## src/rtl/handshake_reg_slice.sv

```systemverilog
// Valid/ready register slice with bypass, forward, skid and fully-registered modes.
// Up to STAGES identical slices are chained inside one instance; occ counts held beats.
module handshake_reg_slice #(
  parameter int WIDTH  = 8,
  parameter int MODE   = 3,
  parameter int STAGES = 1,
  parameter int OCCW   = $clog2(2*STAGES+1)
) (
  input  logic             clk,
  input  logic             rst,
  input  logic             m_valid,
  input  logic [WIDTH-1:0] m_data,
  output logic             m_ready,
  output logic             s_valid,
  output logic [WIDTH-1:0] s_data,
  input  logic             s_ready,
  output logic [OCCW-1:0]  occ
);

  // Handshake: a beat moves across a link at a rising edge where valid and ready
  // are both high; a raised valid and its data hold until that happens.
  typedef enum logic       { PASS, SKID }        skid_state_e;
  typedef enum logic [1:0] { EMPTY, BUSY, FULL } full_state_e;

  logic            in_acc;
  logic            out_acc;
  logic [OCCW-1:0] occ_q;
  logic [OCCW-1:0] occ_d;

  generate
    if (MODE == 0) begin : g_bypass
      assign s_valid = m_valid;
      assign s_data  = m_data;
      assign m_ready = s_ready;

    end else if (MODE == 1) begin : g_fwd
      logic [STAGES:0]              vld;
      logic [STAGES:0]              rdy;
      logic [STAGES:0][WIDTH-1:0]   dat;
      logic [STAGES-1:0]            valid_q;
      logic [STAGES-1:0]            valid_d;
      logic [STAGES-1:0][WIDTH-1:0] data_q;
      logic [STAGES-1:0][WIDTH-1:0] data_d;

      always_comb begin
        vld     = '0;
        rdy     = '0;
        dat     = '0;
        valid_d = valid_q;
        data_d  = data_q;
        vld[0]      = m_valid;
        dat[0]      = m_data;
        rdy[STAGES] = s_ready;
        for (int k = 0; k < STAGES; k++) begin
          vld[k+1] = valid_q[k];
          dat[k+1] = data_q[k];
        end
        // Ready ripples back through every stage; reset forces it low.
        for (int k = STAGES - 1; k >= 0; k--) begin
          rdy[k] = (~valid_q[k] | rdy[k+1]) & ~rst;
        end
        for (int k = 0; k < STAGES; k++) begin
          if (vld[k] && rdy[k]) begin
            valid_d[k] = 1'b1;
            data_d[k]  = dat[k];
          end else if (rdy[k+1]) begin
            valid_d[k] = 1'b0;
          end
        end
      end

      always_ff @(posedge clk or posedge rst) begin
        if (rst) begin
          valid_q <= '0;
          data_q  <= '0;
        end else begin
          valid_q <= valid_d;
          data_q  <= data_d;
        end
      end

      assign m_ready = rdy[0];
      assign s_valid = vld[STAGES];
      assign s_data  = dat[STAGES];

    end else if (MODE == 2) begin : g_skid
      logic [STAGES:0]              vld;
      logic [STAGES:0]              rdy;
      logic [STAGES:0][WIDTH-1:0]   dat;
      skid_state_e                  st_q [STAGES];
      skid_state_e                  st_d [STAGES];
      logic [STAGES-1:0]            ready_q;
      logic [STAGES-1:0]            ready_d;
      logic [STAGES-1:0][WIDTH-1:0] skid_q;
      logic [STAGES-1:0][WIDTH-1:0] skid_d;

      always_comb begin
        vld     = '0;
        rdy     = '0;
        dat     = '0;
        ready_d = ready_q;
        skid_d  = skid_q;
        for (int k = 0; k < STAGES; k++) st_d[k] = st_q[k];
        vld[0]      = m_valid;
        dat[0]      = m_data;
        rdy[STAGES] = s_ready;
        for (int k = 0; k < STAGES; k++) rdy[k] = ready_q[k];
        for (int k = 0; k < STAGES; k++) begin
          // Incoming valid only passes through once ready is up, so nothing
          // is offered downstream that upstream has not handed over.
          vld[k+1] = (st_q[k] == SKID) | (vld[k] & ready_q[k]);
          dat[k+1] = (st_q[k] == SKID) ? skid_q[k] : dat[k];
          case (st_q[k])
            PASS: if (vld[k] && ready_q[k] && !rdy[k+1]) begin
              st_d[k]   = SKID;
              skid_d[k] = dat[k];
            end
            SKID: if (rdy[k+1]) st_d[k] = PASS;
          endcase
          ready_d[k] = (st_d[k] == PASS);
        end
      end

      always_ff @(posedge clk or posedge rst) begin
        if (rst) begin
          ready_q <= '0;
          skid_q  <= '0;
          for (int k = 0; k < STAGES; k++) st_q[k] <= PASS;
        end else begin
          ready_q <= ready_d;
          skid_q  <= skid_d;
          for (int k = 0; k < STAGES; k++) st_q[k] <= st_d[k];
        end
      end

      assign m_ready = rdy[0];
      assign s_valid = vld[STAGES];
      assign s_data  = dat[STAGES];

    end else begin : g_full
      logic [STAGES:0]              vld;
      logic [STAGES:0]              rdy;
      logic [STAGES:0][WIDTH-1:0]   dat;
      full_state_e                  st_q [STAGES];
      full_state_e                  st_d [STAGES];
      logic [STAGES-1:0]            valid_q;
      logic [STAGES-1:0]            valid_d;
      logic [STAGES-1:0]            ready_q;
      logic [STAGES-1:0]            ready_d;
      logic [STAGES-1:0][WIDTH-1:0] main_q;
      logic [STAGES-1:0][WIDTH-1:0] main_d;
      logic [STAGES-1:0][WIDTH-1:0] skid_q;
      logic [STAGES-1:0][WIDTH-1:0] skid_d;
      logic                         acc;

      always_comb begin
        vld     = '0;
        rdy     = '0;
        dat     = '0;
        valid_d = valid_q;
        ready_d = ready_q;
        main_d  = main_q;
        skid_d  = skid_q;
        acc     = 1'b0;
        for (int k = 0; k < STAGES; k++) st_d[k] = st_q[k];
        vld[0]      = m_valid;
        dat[0]      = m_data;
        rdy[STAGES] = s_ready;
        for (int k = 0; k < STAGES; k++) begin
          rdy[k]   = ready_q[k];
          vld[k+1] = valid_q[k];
          dat[k+1] = main_q[k];
        end
        for (int k = 0; k < STAGES; k++) begin
          acc = vld[k] & ready_q[k];
          case (st_q[k])
            EMPTY: if (acc) begin
              st_d[k]   = BUSY;
              main_d[k] = dat[k];
            end
            BUSY: begin
              if (acc && rdy[k+1]) begin
                main_d[k] = dat[k];
              end else if (acc) begin
                st_d[k]   = FULL;
                skid_d[k] = dat[k];
              end else if (rdy[k+1]) begin
                st_d[k] = EMPTY;
              end
            end
            FULL: if (rdy[k+1]) begin
              st_d[k]   = BUSY;
              main_d[k] = skid_q[k];
            end
            default: st_d[k] = EMPTY;
          endcase
          valid_d[k] = (st_d[k] != EMPTY);
          ready_d[k] = (st_d[k] != FULL);
        end
      end

      always_ff @(posedge clk or posedge rst) begin
        if (rst) begin
          valid_q <= '0;
          ready_q <= '0;
          main_q  <= '0;
          skid_q  <= '0;
          for (int k = 0; k < STAGES; k++) st_q[k] <= EMPTY;
        end else begin
          valid_q <= valid_d;
          ready_q <= ready_d;
          main_q  <= main_d;
          skid_q  <= skid_d;
          for (int k = 0; k < STAGES; k++) st_q[k] <= st_d[k];
        end
      end

      assign m_ready = rdy[0];
      assign s_valid = vld[STAGES];
      assign s_data  = dat[STAGES];
    end
  endgenerate

  // Held beats = accepted minus delivered; in bypass both sides always match.
  assign in_acc  = m_valid & m_ready;
  assign out_acc = s_valid & s_ready;

  always_comb begin
    occ_d = occ_q;
    if (in_acc && !out_acc) begin
      occ_d = occ_q + OCCW'(1);
    end else if (!in_acc && out_acc) begin
      occ_d = occ_q - OCCW'(1);
    end
  end

  always_ff @(posedge clk or posedge rst) begin
    if (rst) occ_q <= '0;
    else     occ_q <= occ_d;
  end

  assign occ = occ_q;

endmodule

```

## config.mk

```make
export PLATFORM = sky130hd
export DESIGN_NAME = handshake_reg_slice
export DESIGN_NICKNAME = d
export VERILOG_FILES = /design/src/rtl/handshake_reg_slice.sv
export SDC_FILE = /design/constraint.sdc
export NUM_CORES = 1
export LEC_CHECK = 0
export CAP_MARGIN = 20
export CORE_ASPECT_RATIO = 0.9
export CORE_MARGIN = 8
export CORE_UTILIZATION = 35
export CTS_CLUSTER_SIZE = 16
export DETAILED_ROUTE_END_ITERATION = 8
export MAX_ROUTING_LAYER = met4
export PLACE_DENSITY = 0.6
export SETUP_SLACK_MARGIN = 0.15
export SLEW_MARGIN = 25
export SYNTH_ARGS = -nofsm -noshare
export SYNTH_HDL_FRONTEND = slang
export SYNTH_SLANG_ARGS = --single-unit
```

## constraint.sdc

```tcl
create_clock -name clk -period 1.9 [get_ports clk]
set_input_delay 0.285 -clock clk [delete_from_list [all_inputs] [get_ports clk]]
set_output_delay 0.285 -clock clk [all_outputs]
set_load 0.02 [all_outputs]
```

==> impl_metrics.py, run 1 <==
metrics = {
    "power": {
        "comb_power_share_pct": 50.9,
        "power_frac_seq_pct": 39.6,
        "internal_power_mw": 1.41,
        "peakVddDrop_v": 0.000695,
        "leakage_nw": 0.630,
        "pwr_density_cell_mw_per_mm2": 1490,
        "pwr-share-clk_pct": 9.5,
        "power_mw": 2.09,
        "switching_share_pct": 32.5,
        "switchingPower_uw": 681,
    },
    "timing": {
        "finalClockSkew_ns": 0.000808,
        "maxSlewHeadroom_pct": 74.0,
        "final-setup-viol-count": 0,
        "whs_ns": 0.313,
        "tightest_slew_ns": 0.390,
        "setup_slack_ns": 0.236,
        "rsz0062_at_grt": "no",
        "fmax_ghz": 0.601,
        "final-max-slew-violation-count": 0,
        "final_min_period_over_clock_period_pct": 87.6,
        "post-route-min-period_ns": 1.66,
        "setup_tns_ns": 0,
        "final_hold_viol_count": 0,
    },
    "setup_path": {
        "crit_chain": "clkdlybuf4s50_1",
        "critPathTopFamily": "buffers and inverters",
        "r2r_start": "g_full.st_q[0]$_DFF_PP0_",
        "required_ns": 1.62,
        "criticalPathCategory": "register to primary output",
        "max_stage_delay_ns": 0.64,
        "worst_path_max_delay_cell": "clkdlybuf4s50_1",
        "worstReg2RegEnd": "s_data[7]$_DFFE_PP0P_",
        "crit_fanout": 5,
        "worstSetupEndpointType": "primary output",
        "ff2ff_path_depth": 4,
        "start_kind": "register",
        "critPathArrivalTime_ns": 1.38,
        "cp_num_buf_inv": 1,
        "r2r_slack_ns": 0.30,
    },
    "finish": {
        "area_growth_pct": 31.6,
        "final_cell_area_mm2": 0.00140,
        "final_util_pct": 47.2,
        "nNetsFinal": 115,
        "antenna_cells": 0,
        "fin_cells": 142,
        "fillers": 284,
        "drive_above_1_share_pct": 36.0,
    },
    "placed_design": {
        "dp.cells": 139,
        "dp_hpwl_um": 1410,
        "place_ws_ns": -0.0291,
        "dpl-instance-area_mm2": 0.00138,
        "gp_congestion": 0.774,
        "io_buffers": 23,
    },
    "cts": {
        "cts_setup_buffers": 0,
        "clock_path_buffers": 2,
        "cts_made_buffers": 3,
        "htreeDepth": 1,
        "cts_hold_buf": 0,
        "clock_sinks": 22,
        "insertion_delay_ns": 0.29,
        "clk_pin_slew_worst_paths_ns": 0.11,
        "cts_resized": 0,
        "cts_tree": "built",
        "cts_root_buffer": "clkbuf_4",
    },
    "outcome": {
        "status": "complete, no violations",
    },
    "logic_synthesis": {
        "synth.most_common_cell": "dfrtp_1",
        "synth_area_mm2": 0.00106,
        "ys_ff_latch": 22,
        "synth_edf_count": 0,
        "avgSynthCellArea_um2": 15.0,
        "ys_seq_area_share_pct": 51.7,
        "yosysWarnings": 0,
        "synth_flop_cell": "dfrtp_1",
        "netlist.area_leader.share_pct": 51.7,
        "yosysTopAreaCell": "dfrtp_1",
        "synthCells": 71,
        "synthArstFlopShare_pct": 100,
        "synth_nets": 84,
        "ys_types": 24,
        "synth_top_cells_by_area": "dfrtp_1 52%, mux2_4 20%, mux2_2 9.5%",
        "yosys-top-cells-count": "22 x dfrtp_1, 14 x mux2_4, 9 x mux2_2",
    },
    "die": {
        "dieArea_mm2": 0.00507,
        "chipHeight_um": 68.3,
        "die_w_um": 74.1,
        "ios": 24,
        "rows": 19,
        "core_mm2": 0.00297,
        "initial_core_util_pct": 35.8,
    },
    "grt": {
        "grt_max_degree": 23,
        "gr-total-overflow": 0,
        "grt_pass1_wl_um": 3310,
        "grt_usage_pct": 8.92,
        "grt_pass1_vias": 719,
        "antenna_found_initial": 0,
    },
    "drt": {
        "drt_pass1_iterations": 2,
        "routedWlPerCell_um": 13.3,
        "vias": 633,
        "drtAntennaViolNets": 0,
        "drc_errors": 0,
        "viasPerCell": 4.46,
        "drt_iter0_drc": 10,
        "drt_wl_total_um": 1890,
    },
    "hold_path": {
        "min-delay-path-class": "primary input to async pin",
    },
    "run": {
        "drv_cap": 0,
    },
}
## cells in the final DEF (no fill, tap or decap), types with 2 or more instances in the layout
cell	netlist	routed
clkdlybuf4s50_1	0	23
dfrtp_1	22	22
mux2_4	14	14
mux2_2	9	9
buf_4	1	4
nor2_1	3	3
clkbuf_4	0	3
nand2_1	2	2
inv_1	2	2
xor2_1	2	2
## cells by family after synthesis
family / share of synthesized area, %
fa+ha+maj: 1.17
xor+xnor: 2.47
buf+inv: 2.82
flops: 51.7
mux: 31.3
simple gates: 6.82
compound gates: 3.76
## worst max-delay path by stage
stage / start / end / slack (ns) / depth (start not counted)
2_1_floorplan: m_ready$_DFF_PP0_ / g_full.skid_q[0]$_DFFE_PP0P_ / 0.43 / 4
3_3_place_gp: s_ready / g_full.skid_q[7]$_DFFE_PP0P_ / 0.06 / 5
3_5_place_dp: s_ready / g_full.skid_q[7]$_DFFE_PP0P_ / -0.03 / 5
4_1_cts: m_ready$_DFF_PP0_ / m_ready / 0.22 / 1
5_1_grt: m_ready$_DFF_PP0_ / m_ready / 0.16 / 1
6_report: m_ready$_DFF_PP0_ / m_ready / 0.24 / 1
## layout make-up
cell class              instances  area [um^2]  share of cell area [%]
flip-flops and latches         22          551                    39.3
multi-input cells              44          484                    34.6
inverters                       3         11.3                   0.804
clock buffers                   3         22.5                    1.61
well taps                      42         52.6                    3.75
repair buffers                 28          280                    20.0
## power groups by stage
stage	Clock, mW	Combinational (mW)	Sequential (mW)
2_1_floorplan	0	0.525	0.976
5_1_grt	0.242	1.15	0.867
3_5_place_dp	0	1.08	0.840
3_3_place_gp	0	1.08	0.836
4_1_cts	0.218	1.09	0.832
6_report	0.199	1.07	0.829
## state kept, by name, summed over array words and instances, names as in the netlist
name / cells
m_ready: 1
s_data: 8
g_full.st_q: 2
g_full.skid_q: 8
occ: 2
s_valid: 1
## layer usage
layer	vias up	global-route usage [%]	part of all wire, %
li1	313	-	-
met1	302	11.0	49
met2	16	13.3	44
met3	2	3.51	5.8
met4	0	2.24	0.42
met5	-	-	0
(Power assumes the default switching activity.)
==> inputs of run 2 (changes only) <==
Settings changed: GPL_TIMING_DRIVEN from default to 1.
==> results of run 2 <==
The final DEF is identical to that of run 1; final timing and power are the same.
==> inputs of run 3 (changes only) <==
--- a/config.mk
+++ b/config.mk
@@ -15,3 +15,3 @@
 export MAX_ROUTING_LAYER = met4
-export PLACE_DENSITY = 0.6
+export PLACE_DENSITY = 0.69
 export SETUP_SLACK_MARGIN = 0.15
--- a/constraint.sdc
+++ b/constraint.sdc
@@ -3,2 +3,2 @@
 set_output_delay 0.285 -clock clk [all_outputs]
-set_load 0.02 [all_outputs]
+set_load 0.005 [all_outputs]
==> impl_metrics.py, run 3 (synthesized netlist as in run 1, its figures left out) <==
metrics = {
    "cts": {
        "cts_tree": "built",
        "insertion_delay_ns": 0.30,
        "clk_pin_slew_worst_paths_ns": 0.12,
        "cts_resized": 0,
        "clock_sinks": 22,
        "cts_made_buffers": 3,
        "htreeDepth": 1,
        "clock_path_buffers": 2,
        "cts_setup_buffers": 0,
        "cts_root_buffer": "clkbuf_4",
        "cts_hold_buf": 0,
    },
    "timing": {
        "post-route-min-period_ns": 1.60,
        "maxSlewHeadroom_pct": 70.8,
        "final-max-slew-violation-count": 0,
        "finalClockSkew_ns": 0.00531,
        "setup_tns_ns": 0,
        "final_hold_viol_count": 0,
        "fmax_ghz": 0.623,
        "final_min_period_over_clock_period_pct": 84.5,
        "setup_slack_ns": 0.295,
        "tightest_slew_ns": 0.437,
        "rsz0062_at_grt": "no",
        "final-setup-viol-count": 0,
        "whs_ns": 0.304,
    },
    "die": {
        "die_w_um": 74.1,
        "core_mm2": 0.00297,
        "ios": 24,
        "initial_core_util_pct": 35.8,
        "dieArea_mm2": 0.00507,
        "chipHeight_um": 68.3,
        "rows": 19,
    },
    "power": {
        "peakVddDrop_v": 0.000629,
        "pwr_density_cell_mw_per_mm2": 1410,
        "leakage_nw": 0.632,
    },
    "outcome": {
        "status": "complete, no violations",
    },
    "drt": {
        "routedWlPerCell_um": 14.0,
        "drt_iter0_drc": 30,
        "drt_wl_total_um": 2000,
        "drtAntennaViolNets": 0,
        "vias": 662,
        "drc_errors": 0,
        "viasPerCell": 4.63,
        "drt_pass1_iterations": 3,
    },
    "run": {
        "drv_cap": 0,
    },
    "finish": {
        "final_util_pct": 47.2,
        "layout.cells.most_common": "clkdlybuf4s50_1",
        "fillers": 277,
        "nNetsFinal": 115,
        "area_growth_pct": 31.7,
        "antenna_cells": 0,
        "drive_above_1_share_pct": 36.6,
        "final_cell_mix": "23 x clkdlybuf4s50_1, 22 x dfrtp_1, 14 x mux2_4",
    },
    "setup_path": {
        "start_kind": "register",
        "criticalPathCategory": "register to register",
        "crit_fanout": 8,
        "critPathArrivalTime_ns": 1.80,
        "worstSetupEndpointType": "register",
        "required_ns": 2.10,
    },
    "hold_path": {
        "min-delay-path-class": "primary input to async pin",
    },
    "grt": {
        "grt_max_degree": 23,
        "gr-total-overflow": 0,
        "grt_usage_pct": 8.76,
        "grt_pass1_vias": 706,
        "antenna_found_initial": 0,
        "grt_pass1_wl_um": 3260,
    },
    "placed_design": {
        "io_buffers": 23,
        "gp_congestion": 0.744,
        "dp_hpwl_um": 1500,
        "place_ws_ns": -0.0249,
    },
}
[run 3: changes by cell type in the layout (fill, tap and decap cells not counted), sizes merged]
| cell | previous run | this run |
|---|---|---|
| clkbuf | 3 | 4 |
[run 3: final timing paths]
path | from | endpoint | slack [ns] | depth (start not counted)
max in group asynchronous | rst | s_data[6]$_DFFE_PP0P_ | 1.37 | 3
max reg2reg | g_full.st_q[0]$_DFF_PP0_ | s_data[7]$_DFFE_PP0P_ | 0.30 | 3
min | rst | s_data[3]$_DFFE_PP0P_ | 0.30 | 3
min in group clk | occ[1]$_DFFE_PP0P_ | occ[1]$_DFFE_PP0P_ | 0.48 | 1
max | g_full.st_q[0]$_DFF_PP0_ | s_data[7]$_DFFE_PP0P_ | 0.30 | 3
min reg2reg | occ[1]$_DFFE_PP0P_ | occ[1]$_DFFE_PP0P_ | 0.48 | 1
[run 3: power breakdown]
| group | switching [mW] | total [mW] | internal [mW] | leakage, nW |
|---|---|---|---|---|
| clock network | 0.141 | 0.258 | 0.117 | 0.0210 |
| logic | 0.279 | 0.888 | 0.609 | 0.353 |
| registers | 0.139 | 0.837 | 0.697 | 0.259 |
| total | 0.559 | 1.98 | 1.42 | 0.632 |
[run 3: layout make-up]
cell class,instances,area [um^2],share of cell area [%]
clock buffers,4,36.3,2.59
inverters,3,11.3,0.803
multi-input cells,44,484,34.5
flip-flops and latches,22,551,39.3
well taps,42,52.6,3.75
repair buffers,28,268,19.1
[run 3: metal layers]
metal  up-vias  global-route usage (%)  routed length (um)
met5         -                       -                   0
met4         0                    1.49                  20
met3         2                    3.51                 112
met2        16                    15.4                 961
met1       339                    9.20                 903
li1        305                       -                   -
[run 3: critical path: stages, from the launching register on]
cell,delay (ns)
dfrtp_1,0.40
nand2b_2,0.30
o211ai_4,0.43
mux2_1,0.36
[run 3: per-stage QoR]
step / instances / power [mW] / cell area (um^2)
after floorplan: 71 / 1.36 / 1060
after global placement: 139 / 1.72 / 1370
after detailed placement: 139 / 1.75 / 1370
after CTS: 143 / 2.02 / 1400
after global routing: 143 / 2.12 / 1400
final: 143 / 1.98 / 1400
==> variant 1: new RTL, settings of run 1 <==
Set the parameter `WIDTH` to 12 (it was 8).
--- a/src/rtl/handshake_reg_slice.sv
+++ b/src/rtl/handshake_reg_slice.sv
@@ -1,7 +1,7 @@
 // Valid/ready register slice with bypass, forward, skid and fully-registered modes.
 // Up to STAGES identical slices are chained inside one instance; occ counts held beats.
 module handshake_reg_slice #(
-  parameter int WIDTH  = 8,
+  parameter int WIDTH  = 12,
   parameter int MODE   = 3,
   parameter int STAGES = 1,
   parameter int OCCW   = $clog2(2*STAGES+1)
Interface: changed (resized m_data and s_data); port bits go from 24 to 32. The function was not compared with the original's and may differ.
==> variant 1 against run 1 <==
  * Sequential cell count rose by 8
  * First-iteration DRC count grew to 3.9 times the old value
  * Setup slack improved by 0.067 ns
  * Final cell count grew 27%
  * Final area grew 33%
  * Wire length grew 57%
  * Area after synthesis is 24% higher
  * Non-clock buffer count increased by 11
  * Total power is 49% higher
==> variant 1: results (changes against run 1) <==
| Metric | Value |
|---|---|
| Gate power share | `0.377 (-0.132)` |
| Detailed Routing Iterations Pass 1 | `4 (+2)` |
| Number of library cell types mapped by synthesis | `27 (+13%)` |
| Clk slew on worst S/H paths | `0.07 ns (-0.04 ns)` |
| Status | `finished, final reports clean` |
| Reg2reg start | `g_full.st_q[1]$_DFF_PP0_` |
| NetSw | `0.000951 W (+40%)` |
| Area post-placement | `1720 µm² (+25%)` |
| Routed wire length | `2970 µm (+57%)` |
| H-tree depth | `2 (+1)` |
| Max Clock Skew | `0.00893 ns (+0.00812 ns)` |
| Comb pwr | `0.00117 W (+9%)` |
| Synth Net Count | `112 (+33%)` |
| Placed cell count | `173 (+24%)` |
| DRT met1 WL | `1400 µm (+49%)` |
| Avg Inst Size Synth | `13.9 µm² (-7.6%)` |
| Top cells by count, synth | `dfrtp_1 (30), mux2_2 (12), o21a_1 (12), o32a_1 (12), buf_2 (4)` |
| Met3 usage | `0.0592 (+0.0240)` |
| Pre-CTS WS | `0.0423 ns (+0.0715 ns)` |
| Root buffer cell | `clkbuf_8` |
| Tot GR Track Use | `0.119 (+0.0294)` |
| Met2 Resource Use GR | `0.165 (+0.0328)` |
| Filler Cell Count | `330 (+16%)` |
| Crit-path max FO | `3 (-2)` |
| Hold WS | `0.379 ns (+0.0654 ns)` |
| Worst reg2reg path endpoint | `g_full.skid_q[5]$_DFFE_PP0P_` |
| Worst EP arrival | `1.31 ns (-0.07 ns)` |
| Vias in the first global route | `1,059 (+47%)` |
==> variant 1: cell count changes after synthesis, moves of 2 or more <==
cell,delta
buf_2,+4
o21a_1,+12
nand3b_1,+2
dfrtp_1,+8
mux2_4,-14
mux2_2,+3
o32a_1,+12
==> variant 1: logic make-up (layout without fill, tap and decap cells) <==
logic type,Yosys count,after routing,share of synthesized area
AND/OR/NAND/NOR,10,10,0.0694
multiplexers,13,13,0.110
flip-flops,30,30,0.570
XOR/XNOR,3,3,0.0200
buffers and inverters,8,48,0.0333
AO/OA/AOI/OAI,30,30,0.187
adder cells (fa/ha/maj),1,1,0.00950
==> variant 1: layout make-up <==
cell class              count  area [µm²]  area share
clock buffers               6        82.6      0.0444
clock inverters             2        60.1      0.0323
inverters                   1        3.75     0.00202
multi-input cells          57         522       0.281
flip-flops and latches     30         751       0.404
well taps                  46        57.6      0.0310
repair buffers             39         383       0.206
==> variant 2: new RTL, config.mk and constraints of run 1 <==
Made on the original files. Reset style: synchronous (`rst`), changed in 4 clocked blocks.
--- a/src/rtl/handshake_reg_slice.sv
+++ b/src/rtl/handshake_reg_slice.sv
@@ -69,7 +69,7 @@
         end
       end
 
-      always_ff @(posedge clk or posedge rst) begin
+      always_ff @(posedge clk) begin
         if (rst) begin
           valid_q <= '0;
           data_q  <= '0;
@@ -121,7 +121,7 @@
         end
       end
 
-      always_ff @(posedge clk or posedge rst) begin
+      always_ff @(posedge clk) begin
         if (rst) begin
           ready_q <= '0;
           skid_q  <= '0;
@@ -199,7 +199,7 @@
         end
       end
 
-      always_ff @(posedge clk or posedge rst) begin
+      always_ff @(posedge clk) begin
         if (rst) begin
           valid_q <= '0;
           ready_q <= '0;
@@ -234,7 +234,7 @@
     end
   end
 
-  always_ff @(posedge clk or posedge rst) begin
+  always_ff @(posedge clk) begin
     if (rst) occ_q <= '0;
     else     occ_q <= occ_d;
   end
Check against the original RTL: differs if rst is asserted again (counterexample within 4 cycles, from zero or initial values and one cycle with rst high); with rst held inactive, the same outputs for 10 cycles.
==> variant 2 against run 1 <==
  * Wire length grew 2.4%
  * Final area shrank 8.3%
  * Area after synthesis fell by 5.8%
  * Critical path type unchanged
  * Core utilization fell by 0.39 points
  * Hold slack better by 0.19 ns
  * Setup slack improved by 0.065 ns
  * Via count increased by 13%
  * Final cell count rose by 9.9%
  * Sequential cell count unchanged
  * Critical path depth is the same
  * Sequential share of layout area decreased by 5.0 points
  * Largest cell class is now multi-input gates
  * Die area down 4.5%
Power is not compared: it rests on default switching activity, and its combinational part moved more than twofold at a synthesized area within 25%.
==> variant 2: results (changes against run 1) <==
| Metric | Value |
|---|---|
| Status | `finished, final reports clean` |
| Max Clock Skew | `0.00505 ns (+0.00425 ns)` |
| Multi-input comb cells | `65 (+48%)` |
| Via/cell ratio | `4.60 (+3.2%)` |
| Fraction of area in multi-input gates | `0.397 (+0.0517)` |
| Synth Net Count | `107 (+27%)` |
| Post-Synth Adder-Cell Area | `0.0125 (+0.000718)` |
| Layout cells sized above 1 | `0.147 (-0.213)` |
| Inverters | `1 (-2)` |
| Wire length of the first global-routing pass | `3120 µm (-5.9%)` |
| Count of non-CTS buffers in the layout | `25 (-11%)` |
| Power share of the sequential group | `0.568` |
| Area post-placement | `1260 µm² (-8.4%)` |
| Reg2reg start | `m_ready$_SDFF_PP0_` |
| Area contributors post-synth | `dfxtp_1 (44%), mux2i_1 (18%), mux2_4 (12%)` |
| Hold WS | `0.507 ns (+0.194 ns)` |
| Top cells by count, synth | `dfxtp_1 (22), nor2_1 (21), mux2i_1 (18)` |
| Final GP Congestion | `0.726 (-6.2%)` |
| Slew Limit Headroom | `0.677 (-0.0630)` |
| Post-synth top flop | `dfxtp_1` |
| Per-cell routed wire length | `12.4 µm (-6.8%)` |
| R2R Setup Slk | `0.44 ns (+0.14 ns)` |
| Total Nets Final | `131 (+14%)` |
| Detailed Routing Iterations Pass 1 | `3 (+1)` |
| Synth Area in Compound Gates | `0.0411 (+0.00354)` |
| Xor and xnor area share after synthesis | `0.0175 (-0.00722)` |
| Clock-cell share | `0.0175 (+0.00146)` |
| Worst EP arrival | `1.31 ns (-0.07 ns)` |
| Die width | `72.4 µm (-2.3%)` |
| Sequential share of cell area | `0.343 (-0.0501)` |
| Fin util | `0.468 (-0.00391)` |
| Synth top area share | `0.439 (-0.0781)` |
| Final non-clock buffer share | `0.201 (+0.000584)` |
| Share of synthesized registers carrying an async set or reset | `0 (-1.00)` |
| Crit path largest cell delay | `0.62 ns (-0.02 ns)` |
| Worst Setup EP | `occ[0]` |
| Vias in the first global route | `711 (-1.1%)` |
| Crit-path max FO | `3 (-2)` |
| Worst hold path class | `reg -> reg` |
| Initial drt markers | `28 (+18)` |
| FF-to-FF path depth | `5 (+1)` |
| Filler Cell Count | `290 (+2.1%)` |
| Mux contribution to synthesized area | `0.299 (-0.0133)` |
| Tot GR Track Use | `0.0855 (-0.00367)` |
| Post_cts resized | `0 (unchanged)` |
| Worst reg2reg path endpoint | `occ[1]$_SDFFE_PP0P_` |
variant 2: cells by family after synthesis:
| group | count (synthesis) |
|---|---|
| buf+inv | 7 |
| simple gates | 30 |
| fa+ha+maj | 1 |
| compound gates | 6 |
| flops | 22 |
| xor+xnor | 2 |
| mux | 26 |
variant 2: metal layers:
layer	track usage	up-vias	routed length (µm)
met1	0.0909	335	951
met3	0.0390	2	126
met5	-	-	0
met2	0.142	17	844
li1	-	364	-
met4	0.0224	0	13
variant 2: worst register-to-register path: cells and delay by family (launching register included):
kind	cells	cell delay, ns
AOI/OAI and AO/OA	1	0.13
adders and majority gates	1	0.33
buffers and inverters	1	0.10
DFF	1	0.32
and+or+nand+nor	2	0.52
variant 2: metrics by stage:
step	instances	worst slack (ns)	total power, W
2_1_floorplan	94	0.440	0.000606
3_3_place_gp	153	0.0681	0.000676
3_5_place_dp	153	0.00620	0.000679
4_1_cts	156	0.271	0.000888
5_1_grt	156	0.237	0.000916
6_report	156	0.301	0.000875
